<file path="src/rtl/multi_service_unit_pkg.sv">
// multi_service_unit_pkg: register map, FSM encoding and ACK layout for the service unit
package multi_service_unit_pkg;
    localparam logic [2:0] REG_ENABLE   = 3'd0;
    localparam logic [2:0] REG_PENDING  = 3'd1;
    localparam logic [2:0] REG_PEND_SET = 3'd2;
    localparam logic [2:0] REG_PEND_CLR = 3'd3;
    localparam logic [2:0] REG_MODE     = 3'd4;
    localparam logic [2:0] REG_ACK      = 3'd5;
    localparam logic [2:0] REG_EOI      = 3'd6;
    localparam logic [2:0] REG_STATUS   = 3'd7;
    localparam int ACK_VALID_BIT = 31;
    typedef enum logic [1:0] {
        ST_IDLE    = 2'd0,
        ST_LATCHED = 2'd1,
        ST_SERVING = 2'd2
    } state_t;
endpackage

</file>
<file path="src/rtl/service_prio_enc.sv">
// service_prio_enc: combinational highest-set-bit encoder
module service_prio_enc #(
    parameter int N    = 32,
    parameter int ID_W = 5
) (
    input  logic [N-1:0]    req,
    output logic [ID_W-1:0] id,
    output logic            any
);
    always_comb begin
        id = '0;
        for (int k = 0; k < N; k++) id = req[k] ? ID_W'(k) : id;
    end
    assign any = |req;
endmodule

</file>
<file path="src/rtl/multi_service_unit.sv">
// multi_service_unit: APB interrupt/event service controller with claim/complete handshake
module multi_service_unit
    import multi_service_unit_pkg::*;
#(
    parameter int APB_ADDR_WIDTH = 12,
    parameter int NUM_SRC        = 32
) (
    input  logic                      HCLK,
    input  logic                      HRESETn,
    input  logic [APB_ADDR_WIDTH-1:0] PADDR,
    input  logic [31:0]               PWDATA,
    input  logic                      PWRITE,
    input  logic                      PSEL,
    input  logic                      PENABLE,
    output logic [31:0]               PRDATA,
    output logic                      PREADY,
    output logic                      PSLVERR,
    input  logic [NUM_SRC-1:0]        signal_i,
    input  logic                      core_sleeping_i,
    output logic                      irq_o
);
    localparam int ID_W = (NUM_SRC > 1) ? $clog2(NUM_SRC) : 1;

    logic [NUM_SRC-1:0] r_enable, r_pending, r_mode, r_sig_q;
    logic [ID_W-1:0]    r_id;
    state_t             r_state;
    logic               r_irq;

    logic               w_wr, w_rd, w_ack, w_eoi, w_any, w_grant, w_unused;
    logic [2:0]         w_sel;
    logic [NUM_SRC-1:0] w_wdat, w_event, w_clr_arb, w_pend_nxt;
    logic [ID_W-1:0]    w_win_id;
    state_t             w_state_nxt;
    logic [31:0]        w_rdata;

    assign w_wr     = PSEL & PENABLE & PWRITE;
    assign w_rd     = PSEL & PENABLE & ~PWRITE;
    assign w_sel    = PADDR[4:2];
    assign w_wdat   = PWDATA[NUM_SRC-1:0];
    assign w_ack    = w_rd && w_sel == REG_ACK;
    assign w_eoi    = w_wr && w_sel == REG_EOI;
    assign w_unused = ^{PADDR, PWDATA};

    assign w_event = r_enable & ((r_mode & signal_i & ~r_sig_q) | (~r_mode & signal_i));

    service_prio_enc #(.N(NUM_SRC), .ID_W(ID_W)) u_prio (
        .req (r_pending & r_enable),
        .id  (w_win_id),
        .any (w_any)
    );

    assign w_grant   = (r_state == ST_IDLE) && w_any;
    assign w_clr_arb = w_grant ? (NUM_SRC'(1) << w_win_id) : '0;

    // Events are OR-ed last so a source re-firing while being claimed stays pending
    assign w_pend_nxt = ((((w_wr && w_sel == REG_PENDING) ? w_wdat : r_pending)
                        | ((w_wr && w_sel == REG_PEND_SET) ? w_wdat : '0))
                        & ~((w_wr && w_sel == REG_PEND_CLR) ? w_wdat : '0)
                        & ~w_clr_arb) | w_event;

    assign w_state_nxt = w_grant ? ST_LATCHED :
                         (r_state == ST_LATCHED && w_ack) ? ST_SERVING :
                         (r_state == ST_SERVING && w_eoi) ? ST_IDLE : r_state;

    always_comb begin
        case (w_sel)
            REG_ENABLE:  w_rdata = 32'(r_enable);
            REG_PENDING: w_rdata = 32'(r_pending);
            REG_MODE:    w_rdata = 32'(r_mode);
            REG_ACK:     w_rdata = (r_state == ST_LATCHED) ? ((32'(1) << ACK_VALID_BIT) | 32'(r_id)) : '0;
            REG_STATUS:  w_rdata = 32'(r_state) | (32'(r_id) << 8);
            default:     w_rdata = '0;
        endcase
    end

    assign PRDATA  = w_rd ? w_rdata : '0;
    assign PREADY  = 1'b1;
    assign PSLVERR = 1'b0;
    assign irq_o   = r_irq;

    always_ff @(posedge HCLK or negedge HRESETn) begin
        if (!HRESETn) begin
            r_enable  <= '0;
            r_pending <= '0;
            r_mode    <= '0;
            r_sig_q   <= '0;
            r_id      <= '0;
            r_state   <= ST_IDLE;
            r_irq     <= 1'b0;
        end else begin
            r_sig_q   <= signal_i;
            r_pending <= w_pend_nxt;
            r_state   <= w_state_nxt;
            // Sleeping core is re-woken while its service is still open
            r_irq     <= (w_state_nxt == ST_LATCHED) | ((w_state_nxt == ST_SERVING) & core_sleeping_i);
            if (w_grant) r_id <= w_win_id;
            if (w_wr && w_sel == REG_ENABLE) r_enable <= w_wdat;
            if (w_wr && w_sel == REG_MODE) r_mode <= w_wdat;
        end
    end
endmodule

</file>
<file path="config.mk">
export PLATFORM = sky130hd
export DESIGN_NAME = multi_service_unit
export DESIGN_NICKNAME = d
export VERILOG_FILES = /design/src/rtl/multi_service_unit_pkg.sv /design/src/rtl/service_prio_enc.sv /design/src/rtl/multi_service_unit.sv
export SDC_FILE = /design/constraint.sdc
export NUM_CORES = 1
export LEC_CHECK = 0
export CAP_MARGIN = 25
export CORE_ASPECT_RATIO = 0.9
export CORE_MARGIN = 3
export CORE_UTILIZATION = 48
export DETAILED_ROUTE_END_ITERATION = 10
export GPL_ROUTABILITY_DRIVEN = 1
export PLACE_DENSITY = 0.86
export SLEW_MARGIN = 10
export SYNTH_ARGS = -nofsm -noshare
export SYNTH_HDL_FRONTEND = slang
export SYNTH_SLANG_ARGS = --single-unit
</file>
<file path="constraint.sdc">
create_clock -name HCLK -period 2.3 [get_ports HCLK]
set_clock_uncertainty 0.15 [all_clocks]
set_input_delay 0.23 -clock HCLK [delete_from_list [all_inputs] [get_ports HCLK]]
set_output_delay 0.23 -clock HCLK [all_outputs]
set_load 0.05 [all_outputs]
</file>
==> results of run 1 <==
==> worst max-delay path, cell delays in order (launching register included) <==
cell and delay [ps]:
dfrtp_1 430, nand2_2 100, a32o_2 270, a221o_1 390, o2111a_2 340, nor3_2 160
buf_4 210, a221oi_1 90, a31o_2 230
==> stage by stage <==
stage	power (uW)	instances	hold WS [ps]
6_report	9460	1102	133
5_1_grt	9740	1102	121
4_1_cts	8720	1093	120
3_5_place_dp	5870	1058	141
3_3_place_gp	5760	1058	136
2_1_floorplan	4450	681	-216
==> Yosys cell counts (6+ instances only) <==
| cell type | number |
|---|---|
| a21oi_1 | 55 |
| a221oi_1 | 16 |
| a22o_1 | 12 |
| a22oi_1 | 50 |
| a31o_2 | 16 |
| buf_1 | 6 |
| clkbuf_1 | 23 |
| dfrtp_1 | 136 |
| mux2_2 | 70 |
| mux2i_1 | 26 |
| nand2_1 | 82 |
| nand3_1 | 26 |
| nor2_1 | 75 |
| o21ai_0 | 24 |
==> cell families after synthesis <==
| kind of cell | Yosys count |
|---|---|
| DFF | 136 |
| buffers and inverters | 35 |
| xor gates and xnor gates | 1 |
| muxes | 97 |
| AOI/OAI and AO/OA | 203 |
| and+or+nand+nor | 207 |
| other | 2 |
==> sequential cells by signal, indices dropped and copies added, names as in the netlist <==
register / flops
irq_o: 1
r_id: 5
r_pending: 32
r_enable: 32
r_state: 2
r_mode: 32
r_sig_q: 32
==> report_power, final <==
part | switching [uW] | total (uW) | internal [uW]
Sequential | 355 | 3130 | 2770
Clock | 1010 | 2700 | 1690
Combinational | 1960 | 3630 | 1670
Total | 3330 | 9460 | 6130
==> timing repair <==
action,in CTS,in global routing
endpoints found under the setup margin,34,47
hold buffers,1,0
pin swaps,5,37
setup buffers,2,9
resized for setup,24,68
endpoints found under the hold margin,66,0
==> how the worst min path moves through the flow <==
| stage | from | to | cells after the start |
|---|---|---|---|
| 2_1_floorplan | HRESETn | irq_o | 0 |
| 3_3_place_gp | HRESETn | r_sig_q[2] | 1 |
| 3_5_place_dp | HRESETn | r_mode[0] | 1 |
| 4_1_cts | signal_i[13] | r_sig_q[13] | 1 |
| 5_1_grt | signal_i[13] | r_sig_q[13] | 1 |
| 6_report | signal_i[4] | r_sig_q[4] | 1 |
==> final cells by class <==
cell class | count | area (um^2) | area share (%)
clock inverter | 10 | 128 | 1.22
clock buffer | 22 | 444 | 4.23
inverter | 1 | 3.75 | 0.0357
tap | 193 | 241 | 2.30
multi-input combinational | 510 | 3840 | 36.5
timing repair buffer | 230 | 2440 | 23.3
sequential | 136 | 3410 | 32.4
==> routing by layer <==
layer,wire (um),vias to the layer above,part of all wire (%)
met2,11900,617,46
met1,9900,3517,38
li1,-,2988,-
met5,0,-,0
met4,1560,0,6.0
met3,2620,161,10
==> metrics.txt, run 1 <==
Die X=133 um; max_slew headroom=between 50 and 60%; GR Util met2=46.9%; Post-Synth Adder-Cell Area=0%; largest area contributor in the netlist=dfrtp_1; xor/xnor share of the synthesized area=less than 1%; RSZ-0062 raised after global routing=true; register area share after synthesis=between 40% and 50%; DPL Wire Length=15500 um; Least-Margin Pin Slew=a little under 700 ps; commonest non-fill, non-tap cell in the layout=dfrtp_1; worst slack, placed=-172 ps; Hold Crit Class=input port to register; detailed-route vias per instance=around 6.6; Post-synth EDFFs=0; leakage=0.00452 uW; Port-buffer cells=105; Max Clock Freq=406 MHz; # DRC=0; capture point of the worst path=r_pending[11]; Post-synth ARST share=between 90% and 100%; peak supply drop=0.688 mV; Arr. time, crit path=between 2000 and 3000 ps; largest net degree at the start of global routing=71; Synth top area share=about 50%; nature of the critical path endpoint=register; setup violators final=32; CTS sink cnt=136; Row Count=41; Net Count, Synth=763; vias=7283; synth-to-layout area growth=51.2%; R2R cell count=8; total grt overflow=0; Die ar.=~0.016 mm^2; CTS clock-pin slew for the worst setup and hold paths=around 50 ps; synthesized flop and latch total=around 140; Clock Tree Buf Depth=2; Core Footprint=0.0141 mm^2; ANT nets after route=0; number of global-route vias before repair=7125; gr usage total=29.7%; drt wl/cell=23.5 um; Synth area leaders=dfrtp_1 49%, mux2_2 11%, a22oi_1 5.4%; CTS tree=built; Worst EP required=2460 ps; final setup margin=-165 ps; Initial Utilization=around half; DR pass1 iterations=8; Final Hold Viols=0; cell area after layout=0.0105 mm^2; post-synthesis mux area share=between 15 and 20%; antenna violations before repair=0; H-Tree Depth=4; fillers=between 800 and 900; chip height=120 um; Tcrit/Tclk final=107%; distinct cell type count after synthesis=51; Critical R2R Launch=r_enable[9]; Top Usage Layer GRT=met2; placed cell area=0.00945 mm^2; Synth Cell Area=0.00695 mm^2; failing checks=setup timing; biggest fanout along the worst timing path=5; Setup crit start kind=register; Worst-Skew Late Latency=between 400 and 500 ps; RR Endpoint=r_pending[11]; most frequent cells in the layout=133 x dfrtp_1, 112 x buf_4, 75 x nand2_1; Power Density=approximately 900 mW/mm^2; final core occ=74.5%; number of placed I/O pins=around 120; beginning of the critical path=r_enable[9]; DR iter-0 viols=1162; Cells after Synth=681; Slew Limit Fails=0; antenna cells=0; FF-to-FF setup slack=-160 ps; first-pass GRT wire length=37500 um; min cycle time layout=2460 ps; Root Driver=clkbuf_16; Routed WL=approximately 26000 um; largest family of logic cells by synthesized area=compound AO/OA/AOI/OAI gates; layout cell share with drive strength beyond 1=40.2%; setup_tns=-2860 ps; Synth Area per Inst=10.2 um^2; GR Layer Usage met1=about two fifths; routability cong.=0.939; post-synthesis compound-gate area fraction=20.6%; Synth Flop Type=dfrtp_1; status=finished with violations; max cap viols=0; CTS Buf Count=17; grt met3 use=6.16%; Syn. warnings=0; fin nets=978; Setup CP Type=register to register; post-synthesis simple-gate area fraction=about 13%
No activity file was read; power rests on OpenSTA's default activity.
==> run 2: changes to the inputs <==
CAP_MARGIN = 10   (was 25)
==> results of run 2 <==
The final DEF is identical to that of run 1; final timing and power are the same.
==> run 3: changes to the inputs <==
CORE_UTILIZATION = 58   (was 48)
PLACE_DENSITY = 0.95   (was 0.86)
clock period = 2.9 ns   (was 2.3 ns; I/O delays follow)
==> metrics.txt, run 3 (same netlist as run 1, synthesis figures left out) <==
status=completed; CTS tree=built; Power Density=around 720 mW/mm^2; CTS sink cnt=136; FF-to-FF setup slack=70 ps; Setup crit start kind=register; Least-Margin Pin Slew=728 ps; Arr. time, crit path=3000 ps; Root Driver=clkbuf_16; Critical R2R Launch=r_enable[9]; min cycle time layout=2830 ps; biggest fanout along the worst timing path=5; max_slew headroom=approximately half; Hold EP=r_sig_q[15]; RSZ-0062 raised after global routing=false; most frequent cells in the layout=136 x dfrtp_1, 82 x nand2_1, 75 x nor2_1; Top delay family on crit path=compound AO/OA/AOI/OAI gates; nature of the critical path endpoint=register; Port-buffer cells=105; Setup CP Type=register to register; # DRC=0; CTS Buf Count=17; Bufs and invs on worst path=0; DR pass1 iterations=7; largest net degree at the start of global routing=72; routability cong.=0.908; Max Clock Freq=roughly 350 MHz; layout cell share with drive strength beyond 1=between 20 and 25%; WHS Path Cells=1; setup_tns=0 ps; Worst-Skew Late Latency=around 430 ps; H-Tree Depth=4; Register Area=0.00340 mm^2; Core Footprint=0.0116 mm^2; Hold Crit Class=input port to register; Die X=approximately 120 um; first-pass GRT wire length=36100 um; fin nets=between 800 and 900; Row Count=37; leakage=0.00392 uW; gr usage total=between 30% and 40%; Clock Tree Buf Depth=2; number of placed I/O pins=117; Final Hold Viols=0; CTS clock-pin slew for the worst setup and hold paths=~60 ps; placed insts=between 900 and 1000; antenna cells=0; number of global-route vias before repair=6938; commonest non-fill, non-tap cell in the layout=dfrtp_1; synth-to-layout area growth=32.7%; setup violators final=0; DPL Wire Length=14500 um; peak per-stage delay on the critical path=520 ps; R2R cell count=7; fillers=a little over 600; Tcrit/Tclk final=97.7%; drt wl/cell=approximately 24 um; DR iter-0 viols=around 1300; CP cell instances=nand2_1 -> a32o_1 -> a221o_1 -> o2111a_1 -> nor3_2 -> a221oi_1 -> a31o_2; max cap viols=0; vias=6831; ANT nets after route=0; peak supply drop=roughly 0.55 mV; multi-input logic area=0.00342 mm^2; total grt overflow=0; Worst EP required=3070 ps; Die ar.=0.0133 mm^2; chip height=110 um; fin cells=958; Hold Startpoint=signal_i[15]; detailed-route vias per instance=7.13; Slew Limit Fails=0; antenna violations before repair=0; Initial Utilization=60.0%; Routed WL=22900 um; Worst path slowest cell=nor3_2; RR Endpoint=r_pending[11]
run 3: cell types whose count changed in the layout (fill, tap and decap cells not counted), moves of 8 or more:
cell,before,now
a22oi_1,42,50
a221oi_2,12,0
o21ai_0,12,24
a22oi_2,8,0
buf_4,112,12
nor2_2,26,0
a221oi_1,3,16
nor2_1,49,75
a21oi_1,46,55
run 3: layout make-up:
| cell class | instances | share of cell area, % |
|---|---|---|
| multi-input combinational | 510 | 37.1 |
| sequential | 136 | 36.9 |
| timing repair buffer | 123 | 17.1 |
| clock buffer | 18 | 4.77 |
| tap | 156 | 2.12 |
| clock inverter | 14 | 1.94 |
| inverter | 1 | 0.0407 |
run 3: timing repair:
item                       in CTS  in global routing
hold endpoints to repair       40                  0
gates resized for setup         0                  1
setup buffers                   0                  0
setup endpoints to repair       0                  4
hold buffers                    1                  0
run 3: routing by layer:
layer	vias to the layer above	wire length (um)	track usage (%)
met5	-	0	0
met4	0	1440	20.6
met3	192	2660	10.0
met2	652	10600	55.4
met1	3227	8240	43.6
li1	2760	-	-
run 3: worst reg2reg max path, delay by kind of cell (launching register included):
| family | cells | cell delay, ps |
|---|---|---|
| AOI/OAI and AO/OA | 5 | 1510 |
| DFF | 1 | 420 |
| and+or+nand+nor | 2 | 650 |
run 3: worst max-delay path by stage:
stage | startpoint | depth (start not counted) | slack [ps] | to
2_1_floorplan | PADDR[4] | 7 | 390 | PRDATA[0]
3_3_place_gp | PADDR[3] | 7 | 360 | r_pending[20]
3_5_place_dp | PADDR[3] | 7 | 220 | r_pending[11]
4_1_cts | r_pending[15] | 5 | 220 | irq_o
5_1_grt | r_enable[26] | 7 | 30 | r_pending[21]
6_report | r_enable[9] | 7 | 70 | r_pending[11]
run 3: report_power, final:
group	internal [uW]	leakage [uW]	total (uW)	switching [uW]
combinational	761	0.00201	1780	1020
sequential	2200	0.00160	2570	375
clock	1450	0.000305	2290	838
total	4410	0.00392	6640	2230
run 3: per-stage QoR:
stage / worst slack, ps / power [uW] / hold WS, ps / utilization [%] / area, um^2
4_1_cts: 223 / 6540 / 181 / 79.6 / 9210
6_report: 67.3 / 6640 / 187 / 79.6 / 9220
3_5_place_dp: 219 / 4200 / 159 / 74.2 / 8580
3_3_place_gp: 357 / 4080 / 147 / 74.2 / 8580
2_1_floorplan: 386 / 3520 / -156 / - / 6950
5_1_grt: 33.8 / 6850 / 185 / 79.6 / 9220
==> variant 1, RTL diff (flow settings as in run 1) <==
`r_pending` no longer has a reset.
--- a/src/rtl/multi_service_unit.sv
+++ b/src/rtl/multi_service_unit.sv
@@ -83,3 +83,2 @@
             r_enable  <= '0;
-            r_pending <= '0;
             r_mode    <= '0;
@@ -91,3 +90,2 @@
             r_sig_q   <= signal_i;
-            r_pending <= w_pend_nxt;
             r_state   <= w_state_nxt;
@@ -100,2 +98,6 @@
     end
+
+    always_ff @(posedge HCLK) begin
+        r_pending <= w_pend_nxt;
+    end
 endmodule
Behaviour: not the same (Yosys sat finds a counterexample within 4 cycles, from zero or initial values and one cycle with HRESETn low).
==> variant 1 against run 1 <==
The run still ends with negative setup slack left. Sequential power grew 1%. Power rose by 6.7%. Die area down 2.2%. Worst setup slack got worse by 0.054 ns. Clock power increased by 6%. Routed wire length increased by 13%. Synthesized area fell by 2.3%. Sequential cell count unchanged. Largest power group unchanged. Final area up 0.57%.
==> variant 1: results (changes against run 1) <==
Inst Count DP: 1048 (-0.95%)
Pleak: 4.53 nW (+0.29%)
Detailed-route via count: 7683 (+5.5%)
Violated checks: negative setup slack
Pre-antenna DRT Iters: 6 (-2)
Number of fill cells: 705 (-17%)
Slew headroom: 0.534 (-0.0160)
Setup TNS: -4.12 ns (-1.26 ns)
Register area share after synthesis: 0.478 (-0.0120)
Crit path DAT: 2.70 ns (+0.07 ns)
Layout cells sized above 1: 0.409 (+0.00700)
Vias in the first global route: 7237 (+1.6%)
# setup viols final: 43 (+34%)
Max incr delay on CP: 0.40 ns (-0.03 ns)
Largest net degree at the start of global routing: 54 (-24%)
Worst VDD drop: 803 uV (+17%)
Setup ws final: -0.218 ns (-0.0537 ns)
Status: finished, violations left
Iteration-0 DRC Markers: 1462 (+26%)
Nets: 982 (+0.41%)
Syn_area_per_cell: 9.96 um^2 (-2.3%)
All-Layer GR Usage: 0.319 (+0.0220)
Post-cts sizing count: 41 (+71%)
Warnings from Yosys: 0 (unchanged)
Pre-CTS setup slack: -0.116 ns (+0.0560 ns)
Gpl congestion: 0.941 (+0.27%)
Ys async rst share: 0.765 (-0.235)
Most frequent cells after synthesis: dfrtp_1, nand2_1, nor2_1
First-pass GRT wire length: 39300 um (+4.8%)
Cell variety after synth: 52 (+2.0%)
Main area contributors after synthesis: dfrtp_1, mux2_2, dfxtp_1
Detailed Place HPWL: 15800 um (+2.3%)
Per-cell routed wire length: 26.5 um (+13%)
Worst Path Max Fanout: 4 (-1)
## variant 1: path summary, 6_finish.rpt
kind	cells after the start	slack (ns)	from	to
max reg2reg	10	-0.22	r_enable[22]	r_pending[9]
max in group asynchronous	3	1.18	HRESETn	r_state[0]
min in group asynchronous	2	0.14	HRESETn	r_id[0]
max	10	-0.22	r_enable[22]	r_pending[9]
min	1	0.12	signal_i[13]	r_sig_q[13]
min reg2reg	3	0.38	r_sig_q[26]	r_pending[26]
## variant 1: area by class of cell
| class | count | area [um^2] | area share |
|---|---|---|---|
| clock buffers | 26 | 529 | 0.0501 |
| clock inverters | 6 | 85.1 | 0.00805 |
| inverters | 1 | 3.75 | 0.000355 |
| multi-input cells | 510 | 3950 | 0.374 |
| flip-flops and latches | 136 | 3250 | 0.307 |
| well taps | 189 | 236 | 0.0224 |
| repair buffers | 234 | 2510 | 0.238 |
## variant 1: metal layers
layer | global-route usage | routed length [um] | up-vias
met2 | 0.485 | 12900 | 840
met3 | 0.0940 | 3670 | 245
met5 | 0 | 0 | -
li1 | - | - | 2998
met4 | 0.193 | 2220 | 0
met1 | 0.404 | 10400 | 3600
## variant 1: cell families after synthesis
logic type      synth area share
compound gates             0.210
xor+xnor                 0.00129
buf+inv                   0.0210
flops                      0.478
mux                        0.157
other cells              0.00111
simple gates               0.131
## variant 1: worst reg2reg max path, delay by kind of cell (launching register included)
family                 cells  cell delay, ns
flip-flops                 1            0.40
AO/OA/AOI/OAI              4            0.81
buffers and inverters      3            0.55
AND/OR/NAND/NOR            3            0.50
## variant 1: power by group
group	switching (mW)	internal, mW
sequential	0.399	2.77
combinational	2.22	1.84
clock	1.07	1.79
total	3.69	6.40
==> variant 2, RTL diff (settings of run 1) <==
Without the edit above. Remove the case item `REG_ACK` of the case on `w_sel`.
--- a/src/rtl/multi_service_unit.sv
+++ b/src/rtl/multi_service_unit.sv
@@ -69,3 +69,2 @@
             REG_MODE:    w_rdata = 32'(r_mode);
-            REG_ACK:     w_rdata = (r_state == ST_LATCHED) ? ((32'(1) << ACK_VALID_BIT) | 32'(r_id)) : '0;
             REG_STATUS:  w_rdata = 32'(r_state) | (32'(r_id) << 8);
Formal check against the unedited RTL: not equivalent (a bounded check fails within 4 cycles, from zero or initial values and one cycle with HRESETn low).
==> variant 2 against run 1 <==
Maximum frequency decreased by 1.5%. Final area increased by 0.86%. Combinational power increased by 24%. Worst setup slack got worse by 0.038 ns. First-iteration DRC count decreased by 12%. The flow still finishes with violations (negative setup slack). Utilization increased by 2.8 points. Die area decreased by 0.55%. Highest routed layer unchanged. Routed wire length increased by 3.8%. Final cell count decreased by 2.7%. Power increased by 14%. Largest power group unchanged. Sequential cell count unchanged. Synthesized area decreased by 0.58%.
==> variant 2: results (changes against run 1) <==
Status: finished, violations left
Violated checks: negative setup slack
Antenna violations before repair: 0 (unchanged)
Critical path's top delay family: compound AO/OA/AOI/OAI gates
Post-synth top flop: dfrtp_1
ANT cells: 0 (unchanged)
# setup viols final: 32 (unchanged)
Setup TNS: -2.41 ns (+0.449 ns)
All-Layer GR Usage: 0.311 (+0.0135)
Hold path cells: 1 (unchanged)
Routed wl met2: 12600 um (+6.7%)
Per-cell routed wire length: 25.1 um (+6.7%)
Iteration-0 DRC Markers: 1019 (-12%)
CTS buffer count: 17 (unchanged)
Gpl congestion: 0.927 (-1.2%)
Worst Hold End: r_sig_q[5]
Hold_sp: signal_i[5]
Mapped Nets: 737 (-3.4%)
Nets: 952 (-2.7%)
First-pass GRT wire length: 38900 um (+3.7%)
Main area contributors after synthesis: dfrtp_1, mux2_2, a22oi_1
Cell variety after synth: 52 (+2.0%)
Worst r2r src: r_pending[12]
Most frequent cells after synthesis: dfrtp_1, nand2_1, mux2_2
Crit path DAT: 2.67 ns (+0.04 ns)
Largest net degree at the start of global routing: 137 (+93%)
Met1 Track Usage GR: 0.395 (+0.00483)
Register area share after synthesis: 0.493 (+0.00284)
Met1 wire length: 9830 um (-0.64%)
Ys async rst share: 1.00 (unchanged)
Pleak: 4.53 nW (+0.27%)
Clock latency at the later pin of the worst-skew pair: 0.44 ns
Global-route track usage on met2: 0.490 (+0.0215)
HP Class: input port to flop
Worst Path Max Fanout: 5 (unchanged)
Warnings from Yosys: 0 (unchanged)
Clock tree buffer depth: 2 (unchanged)
Routed wl met3: 2930 um (+12%)
CTS H-tree depth: 4 (unchanged)
Reg-to-reg endpoint: r_pending[31]
Worst VDD drop: 622 uV (-9.6%)
Setup ws final: -0.203 ns (-0.0384 ns)
Layout cells sized above 1: 0.418 (+0.0164)
Vias in the first global route: 7216 (+1.3%)
Worst-Margin Slew: 0.741 ns (+0.0656 ns)
Vias/cell: 6.74 (+2.0%)
Number of port buffers: 105 (unchanged)
Detailed Place HPWL: 15400 um (-0.31%)
R2R depth: 7 (-1)
Met3 track demand over resource: 0.0796 (+0.0180)
Max incr delay on CP: 0.43 ns (about the same)
-- variant 2: cells by family after synthesis --
kind of cell              Yosys count  synth area share
and+or+nand+nor                   188             0.119
xor gates and xnor gates            2           0.00254
DFF                               136             0.493
other                               2           0.00109
AOI/OAI and AO/OA                 197             0.211
muxes                              97             0.154
buffers and inverters              33            0.0205
-- variant 2: cell type report --
cell class | count | area [um^2]
repair buffers | 229 | 2460
flip-flops and latches | 136 | 3410
fillers | 746 | 3120
clock inverters | 13 | 176
well taps | 189 | 236
multi-input cells | 486 | 3860
clock buffers | 19 | 453
-- variant 2: how the worst max path moves through the flow --
| stage | from | to | cells after the start |
|---|---|---|---|
| after floorplan | PADDR[3] | PRDATA[13] | 7 |
| after global placement | PADDR[2] | PRDATA[30] | 8 |
| after detailed placement | r_pending[9] | r_pending[6] | 7 |
| after CTS | r_pending[10] | r_pending[31] | 8 |
| after global routing | r_pending[9] | r_pending[31] | 8 |
| final | r_pending[12] | r_pending[31] | 7 |
-- variant 2: timing repair --
item,4_1_cts,5_1_grt
resized for setup,68,66
pin swaps,10,14
endpoints found under the setup margin,64,70
hold buffers,1,0
hold endpoints to repair,136,0
setup buffers,5,6
-- variant 2: metrics by stage --
step	instances	setup slack (ns)	hold WS, ns	instance area, um^2	total power [mW]
after floorplan	655	-0.208	-0.216	6910	4.95
after global placement	1028	-0.0821	0.244	9310	6.51
after detailed placement	1028	-0.128	0.266	9310	6.71
after CTS	1066	-0.0340	0.118	10200	9.94
after global routing	1072	-0.220	0.128	10600	11.1
final	1072	-0.203	0.130	10600	10.8
-- variant 2: where the power goes --
group	leakage (nW)	switching, mW	internal [mW]
clock network	0.316	1.09	1.86
registers	1.59	0.491	2.88
logic	2.62	2.39	2.11
